<file path="src/rtl/uart_rx_parity.sv">
// UART receiver: 8 data bits LSB first, odd parity, one stop bit.
// The frame completes at the stop-bit midpoint so that back-to-back frames are accepted.
module uart_rx_parity #(
  parameter int unsigned clk_freq  = 1000000,
  parameter int unsigned baud_rate = 9600
) (
  input  logic       clk,
  input  logic       rst,
  input  logic       rx,
  output logic [7:0] rx_data,
  output logic       done_rx,
  output logic       parity_err,
  output logic       frame_err
);

  localparam int unsigned Cpb    = clk_freq / baud_rate;
  localparam int unsigned TimerW = $clog2(Cpb);
  localparam logic [TimerW-1:0] BitLast  = TimerW'(Cpb - 1);
  localparam logic [TimerW-1:0] HalfLast = TimerW'(Cpb / 2 - 1);

  typedef enum logic [2:0] {StIdle, StStart, StData, StParity, StStop} state_e;

  state_e              state_q, state_d;
  logic                rx_meta_q, rxs_q, rxs_prev_q;
  logic [TimerW-1:0]   timer_q, timer_d;
  logic [2:0]          idx_q, idx_d;
  logic [7:0]          shift_q, shift_d;
  logic                par_bad_q, par_bad_d;
  logic [7:0]          rx_data_q, rx_data_d;
  logic                parity_err_q, parity_err_d;
  logic                frame_err_q, frame_err_d;
  logic                done_q, done_d;
  logic                fall;
  logic                tick;

  // Edge detection on the synchronized line; after a framing error rxs must return high first.
  assign fall = rxs_prev_q & ~rxs_q;

  always_comb begin
    tick = (state_q == StStart) ? (timer_q == HalfLast) : (timer_q == BitLast);
  end

  always_ff @(posedge clk or negedge rst) begin
    if (!rst) begin
      state_q    <= StIdle;
      rx_meta_q  <= 1'b1;
      rxs_q      <= 1'b1;
      rxs_prev_q <= 1'b1;
    end else begin
      state_q    <= state_d;
      rx_meta_q  <= rx;
      rxs_q      <= rx_meta_q;
      rxs_prev_q <= rxs_q;
    end
  end

  always_comb begin
    state_d = state_q;
    unique case (state_q)
      StIdle:   if (fall) state_d = StStart;
      StStart:  if (tick) state_d = rxs_q ? StIdle : StData;
      StData:   if (tick && (idx_q == 3'd7)) state_d = StParity;
      StParity: if (tick) state_d = StStop;
      StStop:   if (tick) state_d = StIdle;
      default:  state_d = StIdle;
    endcase
  end

  always_comb begin
    timer_d      = timer_q;
    idx_d        = idx_q;
    shift_d      = shift_q;
    par_bad_d    = par_bad_q;
    rx_data_d    = rx_data_q;
    parity_err_d = parity_err_q;
    frame_err_d  = frame_err_q;
    done_d       = 1'b0;

    if ((state_q == StIdle) || tick || (state_d != state_q)) begin
      timer_d = '0;
    end else begin
      timer_d = timer_q + 1'b1;
    end

    if (tick) begin
      case (state_q)
        StData: begin
          shift_d[idx_q] = rxs_q;
          idx_d          = idx_q + 3'd1;
        end
        StParity: par_bad_d = (rxs_q != ~^shift_q);
        StStop: begin
          rx_data_d    = shift_q;
          parity_err_d = par_bad_q;
          frame_err_d  = ~rxs_q;
          done_d       = 1'b1;
        end
        default: ;
      endcase
    end

    if (state_d != state_q) idx_d = '0;
  end

  always_ff @(posedge clk or negedge rst) begin
    if (!rst) begin
      timer_q      <= '0;
      idx_q        <= '0;
      shift_q      <= '0;
      par_bad_q    <= 1'b0;
      rx_data_q    <= 8'h00;
      parity_err_q <= 1'b0;
      frame_err_q  <= 1'b0;
      done_q       <= 1'b0;
    end else begin
      timer_q      <= timer_d;
      idx_q        <= idx_d;
      shift_q      <= shift_d;
      par_bad_q    <= par_bad_d;
      rx_data_q    <= rx_data_d;
      parity_err_q <= parity_err_d;
      frame_err_q  <= frame_err_d;
      done_q       <= done_d;
    end
  end

  always_comb begin
    rx_data    = rx_data_q;
    done_rx    = done_q;
    parity_err = parity_err_q;
    frame_err  = frame_err_q;
  end

endmodule

</file>
<file path="config.mk">
export PLATFORM = sky130hd
export DESIGN_NAME = uart_rx_parity
export DESIGN_NICKNAME = d
export VERILOG_FILES = /design/src/rtl/uart_rx_parity.sv
export SDC_FILE = /design/constraint.sdc
export NUM_CORES = 1
export LEC_CHECK = 0
export ABC_AREA = 1
export ABC_CLOCK_PERIOD_IN_PS = 2200
export CORE_AREA = 2 2 74 76
export DETAILED_ROUTE_END_ITERATION = 7
export DIE_AREA = 0 0 76 78
export PLACE_DENSITY = 0.56
export SYNTH_ARGS = -nofsm -noshare
export SYNTH_HDL_FRONTEND = slang
export SYNTH_SLANG_ARGS = --single-unit
</file>
<file path="constraint.sdc">
create_clock -name clk -period 2.2 [get_ports clk]
set_input_delay 0.44 -clock clk [delete_from_list [all_inputs] [get_ports clk]]
set_output_delay 0.44 -clock clk [all_outputs]
set_load 0.01 [all_outputs]
</file>
==> results of run 1 <==
-- flip-flops by register name (all words and copies together), names as in the netlist --
name and cells:
done_rx 1, frame_err 1, idx_q 3, par_bad_q 1
parity_err 1, rx_data 8, rx_meta_q 1, rxs_prev_q 1
rxs_q 1, shift_q 8, state_q 3, timer_q 7
-- metrics by stage --
| stage | area, µm² | total power, mW |
|---|---|---|
| after global routing | 2029 | 1.486 |
| after CTS | 2029 | 1.430 |
| after global placement | 1929 | 0.9049 |
| after floorplan | 1725 | 0.8625 |
| after detailed placement | 1929 | 0.9081 |
| final | 2029 | 1.401 |
-- cell usage after synthesis, drive strengths merged --
| library cell | count |
|---|---|
| xnor2 | 6 |
| xor2 | 6 |
| dfrtp | 33 |
| o21ai | 13 |
| nand4 | 4 |
| nand2 | 51 |
| ha | 3 |
| nand3 | 17 |
| and3 | 1 |
| inv | 19 |
| dfstp | 3 |
| nor2 | 24 |
| a21oi | 1 |
| o21bai | 1 |
| o32ai | 1 |
| or2 | 1 |
| buf | 2 |
| nor3 | 4 |
| clkinv | 1 |
-- per-layer routing --
metal,part of all wire (%),track usage [%]
met1,49,14.01
met2,46,20.36
met3,3.6,3.488
met4,1.1,3.818
met5,0,0
-- placed cells by master, fill, tap and decap left out, types with 4 or more instances in the layout --
cell type        count
nor3_1               4
xor2_1               6
clkdlybuf4s50_1     12
xnor2_1              6
dfrtp_1             33
nand3_1             13
o21ai_1              7
nand2_1             49
nor2_1              23
inv_1               17
clkbuf_8             7
-- cell families (layout without fill, tap and decap cells) --
logic type,after synthesis,in the layout,synth area share [%]
buffers and inverters,22,42,5.293
xor gates and xnor gates,12,12,6.091
adders and majority gates,3,3,2.176
AOI/OAI and AO/OA,16,16,6.309
DFF,36,36,52.43
and+or+nand+nor,102,102,27.70
-- power by group through the flow --
stage          combinational (mW)  sequential (mW)  clock (mW)
6_report                    0.157            0.735       0.509
3_3_place_gp                0.158            0.747           0
5_1_grt                     0.184            0.739       0.563
2_1_floorplan               0.122            0.740           0
3_5_place_dp                0.160            0.748           0
4_1_cts                     0.161            0.735       0.534
-- path summary, 6_finish.rpt --
check / from / end / slack, ns / cells past startpoint
min reg2reg: rx_meta_q / rxs_q / 0.36 / 0
min in group clk: rx_meta_q / rxs_q / 0.36 / 0
min: rst / rx_data[3] / 0.25 / 1
max in group asynchronous: rst / timer_q[5] / 1.44 / 1
max reg2reg: timer_q[0] / shift_q[2] / 0.54 / 7
max: timer_q[0] / shift_q[2] / 0.54 / 7
-- critical path, cell delays in order, from the launching register on --
cell and delay (ns):
dfrtp_1 0.37, ha_1 0.20, and3_1 0.25, nand3_4 0.17
nor2_4 0.26, nand3_1 0.15, nand2_1 0.08, o21ai_1 0.06
-- layout make-up --
class	count	area share, %
well taps	70	4.316
inverters	20	3.699
multi-input cells	133	35.94
clock buffers	8	4.932
repair buffers	14	6.535
flip-flops and latches	36	44.57
==> metrics.md, run 1 <==
| Metric | Value |
|---|---|
| TritonCTS clock tree | yes |
| Ranking of synthesized cells by area | dfrtp_1 48%, nand2_1 11%, nor2_1 5.0%, dfstp_2 4.6%, nand3_1 3.8% |
| Footprint of the multi-input gates | 729.5 µm² |
| Starting Density | 34.22% |
| Slew Limit Fails | 0 |
| Reg area | 904.6 µm² |
| Vias | 1,257 |
| Syn Inst Count | 191 |
| Vias per cell | 4.473 |
| Total CTS buffers | 5 |
| Sequential area share after synthesis | 52.43% |
| Worst EP arrival | 1.82 ns |
| Core ar. | 5042 µm² |
| Clock tree buffer depth | 2 |
| Clk_lat worst skew | 0.28 ns |
| Sequential share of power | 52.5% |
| Drt drc | 0 |
| Netlist cell types | 28 |
| CTS Hold Bufs | 0 |
| Number of global-route vias before repair | 1,289 |
| # H-tree levels | 2 |
| Sw power | 353.2 µW |
| WP data required | 2.36 ns |
| Power Density | 690.4 nW/µm² |
| Post-CTS Setup Bufs | 0 |
| Total Wirelength | 3024 µm |
| Net count, final | 216 |
| Setup_tns | 0 ns |
| Switch share | 25.21% |
| DRT iter0 DRCs | 99 |
| Pleak | 0.9409 nW |
| Largest net degree at the start of global routing | 37 |
| Post-route ant nets | 0 |
| Cell Area, Synth | 1725 µm² |
| Post-DP HPWL | 2172 µm |
| Routed WL per cell | 10.76 µm |
| Die width | 76 µm |
| Worst VDD drop | 0.3125 mV |
| DRT Pass-1 Iters | 4 |
| Crit Path Max Fanout | 12 |
| Die Ht | 78 µm |
| Post-route minimum period | 1.656 ns |
| Non-filler cells, final | 281 |
| Max cap viols | 0 |
| Internal power | 1.048 mW |
| Total GRT Usage | 11.74% |
| Final setup vio count | 0 |
| PostCTS Resize Cnt | 0 |
| Ports | 14 |
| Register bit total from synthesis | 36 |
| Gpl congestion | 0.8018 |
| Top cell type by total area after synthesis | dfrtp_1 |
| Row cnt | 26 |
| RSZ-0062 raised after global routing | false |
| Worst Hold Class | in -> async |
| FILL cells | 518 |
| CTS Sinks | 36 |
| Worst Setup End Kind | flop |
| IO Port Bufs | 13 |
| Mean Syn Cell Area | 9.034 µm² |
| Crit share post-route | 75.29% |
| Clk slew on worst S/H paths | 0.07 ns |
| Worst setup skew after layout | 0.002716 ns |
| Final setup margin | 0.5435 ns |
| Share of the synthesized area in the top cell type | 47.86% |
| CP startpoint kind | flop |
| Worst-Margin Slew | 0.8113 ns |
| Pre-CTS WS | 0.5484 ns |
| Grt total ovfl | 0 |
| Post-layout util | 40.25% |
| CP Class | reg -> reg |
| Global-route wire length before repair | 5582 µm |
| Net count after synthesis | 197 |
| Fin. Hold Viols | 0 |
| CTS Root Cell | clkbuf_8 |
| Tightest hold margin | 0.2520 ns |
| Clock share of power | 36.3% |
| Relative slew margins | 45.91% |
| Diode count | 0 |
| Layout cells sized above 1 | 12.80% |
| Die Footprint | 5928 µm² |
| DP Cell Count | 273 |
| Status | finished, final reports clean |
| YS warnings | 0 |
| Antenna violations before repair | 0 |
| Combinational Power Share | 11.2% |
| Area Overhead vs Synth | 17.62% |
| Max Clk Rate | 603.7 MHz |
Note: power is estimated with default switching activity, not from simulation.
==> inputs of run 2 (changes only) <==
--- a/config.mk
+++ b/config.mk
@@ -6,7 +6,7 @@
 export NUM_CORES = 1
 export LEC_CHECK = 0
 export ABC_AREA = 1
-export ABC_CLOCK_PERIOD_IN_PS = 2200
+export ABC_CLOCK_PERIOD_IN_PS = 1700
 export CORE_AREA = 2 2 74 76
 export DETAILED_ROUTE_END_ITERATION = 7
 export DIE_AREA = 0 0 76 78
==> constraint.sdc (replaced) <==
create_clock -name clk -period 1.7 [get_ports clk]
set_input_delay 0.34 -clock clk [delete_from_list [all_inputs] [get_ports clk]]
set_output_delay 0.34 -clock clk [all_outputs]
set_load 0.01 [all_outputs]
==> metrics.md, run 2 (synthesized netlist as in run 1, its figures left out) <==
| Metric | Value |
|---|---|
| Number of global-route vias before repair | 1,213 |
| Met3 WL | 111 µm |
| Row cnt | 26 |
| Grt total ovfl | 0 |
| Net count, final | 227 |
| Clk_lat worst skew | 0.29 ns |
| Total Wirelength | 3162 µm |
| # H-tree levels | 2 |
| DR top layer | met4 |
| WP buf/inv | 3 |
| CP startpoint kind | flop |
| Wl on met1 | 1498 µm |
| FILL cells | 521 |
| Die Ht | 78 µm |
| CTS Sinks | 36 |
| Clock tree buffer depth | 2 |
| Max Clk Rate | 636.2 MHz |
| Pleak | 0.9801 nW |
| Max cap viols | 0 |
| Footprint of the multi-input gates | 775.7 µm² |
| RSZ-0062 raised after global routing | false |
| Starting Density | 34.22% |
| Reg area | 904.6 µm² |
| Power Density | 846.1 nW/µm² |
| Tightest hold margin | 0.3580 ns |
| Final setup vio count | 0 |
| Crit path cell chain | inv_1, nand3_4, o21bai_4, nand3_4, inv_2, nand3_2, buf_4, nand2_1, o21ai_2 |
| CP delay by family, top | simple AND/OR/NAND/NOR gates |
| Drt drc | 0 |
| Largest net degree at the start of global routing | 21 |
| Diode count | 0 |
| Ports | 14 |
| Worst EP arrival | 1.75 ns |
| DRT Pass-1 Iters | 4 |
| Most frequent cells in the layout | 47 x nand2_1, 33 x dfrtp_1, 21 x nor2_1, 17 x inv_1, 13 x nand3_1 |
| DRT iter0 DRCs | 44 |
| Post-route ant nets | 0 |
| Vias | 1,288 |
| Fin. Hold Viols | 0 |
| WP data required | 1.88 ns |
| Vias per cell | 4.411 |
| Worst Hold Class | reg -> reg |
| Sequential share of power | 51.9% |
| Die Footprint | 5928 µm² |
| Clk slew on worst S/H paths | 0.07 ns |
| TritonCTS clock tree | yes |
| Slew Limit Fails | 0 |
| Global-route wire length before repair | 5499 µm |
| Clock share of power | 33.0% |
| Setup_tns | 0 ns |
| Worst VDD drop | 0.2590 mV |
| Worst-Margin Slew | 0.4229 ns |
| Commonest non-fill, non-tap cell in the layout | nand2_1 |
| Layout cells sized above 1 | 20.27% |
| IO Port Bufs | 13 |
| Area Overhead vs Synth | 24.58% |
| Routed WL per cell | 10.83 µm |
| CP max-delay cell | dfrtp_1 |
| CTS Root Cell | clkbuf_8 |
| Switch share | 27.94% |
| Combinational Power Share | 15.0% |
| Antenna violations before repair | 0 |
| Slowest Stage Delay on Critical Path | 0.41 ns |
| Worst Setup End Kind | flop |
| Sw power | 508.1 µW |
| Relative slew margins | 71.81% |
| Crit share post-route | 92.46% |
| Status | finished, final reports clean |
| CP most frequent cell | nand3_4 |
| Met2 WL post-DR | 1490 µm |
| Gpl congestion | 0.7569 |
| Die width | 76 µm |
| Worst setup skew after layout | 0.006834 ns |
| Post-route minimum period | 1.572 ns |
| Crit Path Max Fanout | 12 |
| Total CTS buffers | 5 |
| Post-DP HPWL | 2264 µm |
| CP Class | reg -> reg |
| Internal power | 1.311 mW |
| Total GRT Usage | 11.85% |
| Core ar. | 5042 µm² |
-- run 2: cell types whose count changed in the layout (fill, tap and decap cells not counted), moves of 2 or more --
cell      change
nor2_2        +2
nand2_1       -2
clkinv_2      +2
clkbuf_8      -2
buf_4         +7
nor2_1        -2
nand2_2       +2
-- run 2: path summary, 6_finish.rpt --
path,start,endpoint,slack (ns),cells after the start
hold / removal,rx_meta_q,rxs_q,0.36,0
hold reg to reg,rx_meta_q,rxs_q,0.36,0
max in group asynchronous,rst,shift_q[6],0.74,3
setup reg to reg,state_q[1],frame_err,0.13,9
setup / recovery,state_q[1],frame_err,0.13,9
min in group asynchronous,rst,idx_q[0],0.52,2
-- run 2: timing repair --
item                       CTS  global route
hold buffers                 1             0
setup endpoints to repair    0            27
setup buffers                0             1
hold endpoints to repair    13             0
gates resized for setup      0            10
-- run 2: metrics by stage --
step	util [%]	instance area (µm²)	worst slack (ns)	instances	power, mW
after global placement	39.55	1994	0.08322	280	1.188
after detailed placement	39.55	1994	0.05619	280	1.193
final	42.63	2150	0.1282	292	1.819
after floorplan	-	1725	0.2161	191	1.116
after global routing	42.63	2150	0.003020	292	1.935
after CTS	41.49	2092	0.03986	289	1.810
-- run 2: power groups by stage --
stage / combinational, mW / sequential [mW] / clock [mW]
after floorplan: 0.158 / 0.958 / 0
after global placement: 0.228 / 0.960 / 0
after detailed placement: 0.230 / 0.962 / 0
after CTS: 0.233 / 0.945 / 0.632
after global routing: 0.309 / 0.953 / 0.672
final: 0.274 / 0.945 / 0.600
-- run 2: routing by layer --
metal	up-vias	GRT usage, %
met3	5	3.837
met1	593	14.26
met4	0	6.000
met2	20	19.11
li1	670	-
met5	-	0
-- run 2: area by class of cell --
type | instances | share of cell area (%)
tap | 70 | 4.075
clock buffer | 5 | 3.201
timing repair buffer | 23 | 10.01
inverter | 20 | 3.667
multi-input combinational | 135 | 36.09
sequential | 36 | 42.08
clock inverter | 3 | 0.8731
==> inputs of run 3 (changes only) <==
--- a/config.mk
+++ b/config.mk
@@ -6,11 +6,12 @@
 export NUM_CORES = 1
 export LEC_CHECK = 0
 export ABC_AREA = 1
-export ABC_CLOCK_PERIOD_IN_PS = 1700
+export ABC_CLOCK_PERIOD_IN_PS = 2000
 export CORE_AREA = 2 2 74 76
 export DETAILED_ROUTE_END_ITERATION = 7
 export DIE_AREA = 0 0 76 78
 export PLACE_DENSITY = 0.56
+export SKIP_CTS_REPAIR_TIMING = 1
 export SYNTH_ARGS = -nofsm -noshare
 export SYNTH_HDL_FRONTEND = slang
 export SYNTH_SLANG_ARGS = --single-unit
==> constraint.sdc (replaced) <==
create_clock -name clk -period 2 [get_ports clk]
set_input_delay 0.4 -clock clk [delete_from_list [all_inputs] [get_ports clk]]
set_output_delay 0.4 -clock clk [all_outputs]
set_load 0.01 [all_outputs]
==> metrics.md, run 3 (synthesized netlist as in run 1, its figures left out) <==
| Metric | Value |
|---|---|
| Status | finished, final reports clean |
| Setup_tns | 0 ns |
| Clock tree buffer depth | 2 |
| Ports | 14 |
| Total Wirelength | 2999 µm |
| Most frequent cells in the layout | 49 x nand2_1, 33 x dfrtp_1, 23 x nor2_1, 17 x inv_1, 13 x nand3_1 |
| Clk slew on worst S/H paths | 0.08 ns |
| WP data required | 2.17 ns |
| Worst-Margin Slew | 0.4516 ns |
| Met1 Track Usage GR | 14.06% |
| Crit Path Max Fanout | 12 |
| Pleak | 0.9402 nW |
| Grt total ovfl | 0 |
| CTS Root Cell | clkbuf_8 |
| Die Footprint | 5928 µm² |
| Post-route ant nets | 0 |
| M2 GR Usage | 18.48% |
| RSZ-0062 raised after global routing | false |
| Relative slew margins | 69.90% |
| Footprint of the multi-input gates | 729.5 µm² |
| Die width | 76 µm |
| DRT Pass-1 Iters | 4 |
| # H-tree levels | 2 |
| Vias | 1,241 |
| Drt drc | 0 |
| Total CTS buffers | 5 |
| Row cnt | 26 |
| Starting Density | 34.22% |
| Reg area | 904.6 µm² |
| Global-route wire length before repair | 5319 µm |
| Worst setup skew after layout | 0.01010 ns |
| Max cap viols | 0 |
| Crit share post-route | 83.64% |
| Antenna violations before repair | 0 |
| GR Util met3 | 3.488% |
| TritonCTS clock tree | yes |
| Worst Setup End Kind | flop |
| CP startpoint kind | flop |
| Net count, final | 218 |
| Slowest Stage Delay on Critical Path | 0.37 ns |
| CTS Sinks | 36 |
| Final setup vio count | 0 |
| Worst EP arrival | 1.84 ns |
| Post-route minimum period | 1.673 ns |
| Post-DP HPWL | 2211 µm |
| DRT iter0 DRCs | 57 |
| WP buf/inv | 0 |
| Diode count | 0 |
| Max Clk Rate | 597.8 MHz |
| Slew Limit Fails | 0 |
| Die Ht | 78 µm |
| FILL cells | 511 |
| Power Density | 729.1 nW/µm² |
| Vias per cell | 4.385 |
| IO Port Bufs | 13 |
| Crit path cell chain | ha_1, and3_1, nand3_4, nor2_4, nand3_1, nand2_1, o21ai_1 |
| Worst VDD drop | 0.3466 mV |
| CP max-delay cell | dfrtp_1 |
| CP Class | reg -> reg |
| Fin. Hold Viols | 0 |
| Routed WL per cell | 10.60 µm |
| Setup slack, reg-to-reg | 0.33 ns |
| Worst Hold Class | in -> async |
| Commonest non-fill, non-tap cell in the layout | nand2_1 |
| Non-filler cells, final | 283 |
| Final setup margin | 0.3272 ns |
| Pre-CTS WS | 0.3495 ns |
| Area Overhead vs Synth | 17.62% |
| CP delay by family, top | simple AND/OR/NAND/NOR gates |
| Layout cells sized above 1 | 13.62% |
| Number of global-route vias before repair | 1,149 |
| Total GRT Usage | 11.38% |
| Clk_lat worst skew | 0.29 ns |
| Gpl congestion | 0.7760 |
| GRT Max-Usage Layer | met2 |
| Core ar. | 5042 µm² |
| Tightest hold margin | 0.04908 ns |
| DP Cell Count | 275 |
| Largest net degree at the start of global routing | 19 |
==> run 3: cell types whose count changed in the layout (fill, tap and decap cells not counted), moves of 2 or more <==
cell,before,now
nor2_2,2,0
nor2_1,21,23
nand2_1,47,49
buf_4,8,3
nand2_2,4,2
==> run 3: metal layers <==
metal	vias to the layer above	wire, µm
li1	654	-
met1	564	1515
met2	18	1311
met3	5	110
met4	0	61
met5	-	0
==> run 3: worst paths after layout <==
kind / from / to / cells past startpoint
setup / recovery: timer_q[0] / shift_q[1] / 7
hold / removal: rst / rx_data[3] / 1
setup reg to reg: timer_q[0] / shift_q[1] / 7
hold reg to reg: rx_meta_q / rxs_q / 0
max in group asynchronous: rst / rxs_q / 2
min in group clk: rx_meta_q / rxs_q / 0
==> run 3: layout make-up <==
type / instances / share of cell area (%)
Timing Repair Buffer: 16 / 7.275
Clock buffer: 6 / 3.576
Inverter: 20 / 3.699
Sequential cell: 36 / 44.57
Clock inverter: 2 / 0.6165
Tap cell: 70 / 4.316
Multi-Input combinational cell: 133 / 35.94
==> run 3: through the flow <==
step	power (mW)	cell area, µm²	utilization [%]
2_1_floorplan	0.9488	1725	-
3_3_place_gp	0.9995	1944	38.56
3_5_place_dp	1.002	1944	38.56
4_1_cts	1.509	2029	40.25
5_1_grt	1.572	2029	40.25
6_report	1.480	2029	40.25
==> run 3: where the power goes <==
part           total [mW]  leakage, nW  internal [mW]  switching, mW
sequential          0.810        0.484          0.770         0.0399
clock               0.496       0.0412          0.243          0.253
combinational       0.174        0.415         0.0711          0.103
total                1.48        0.940           1.08          0.396
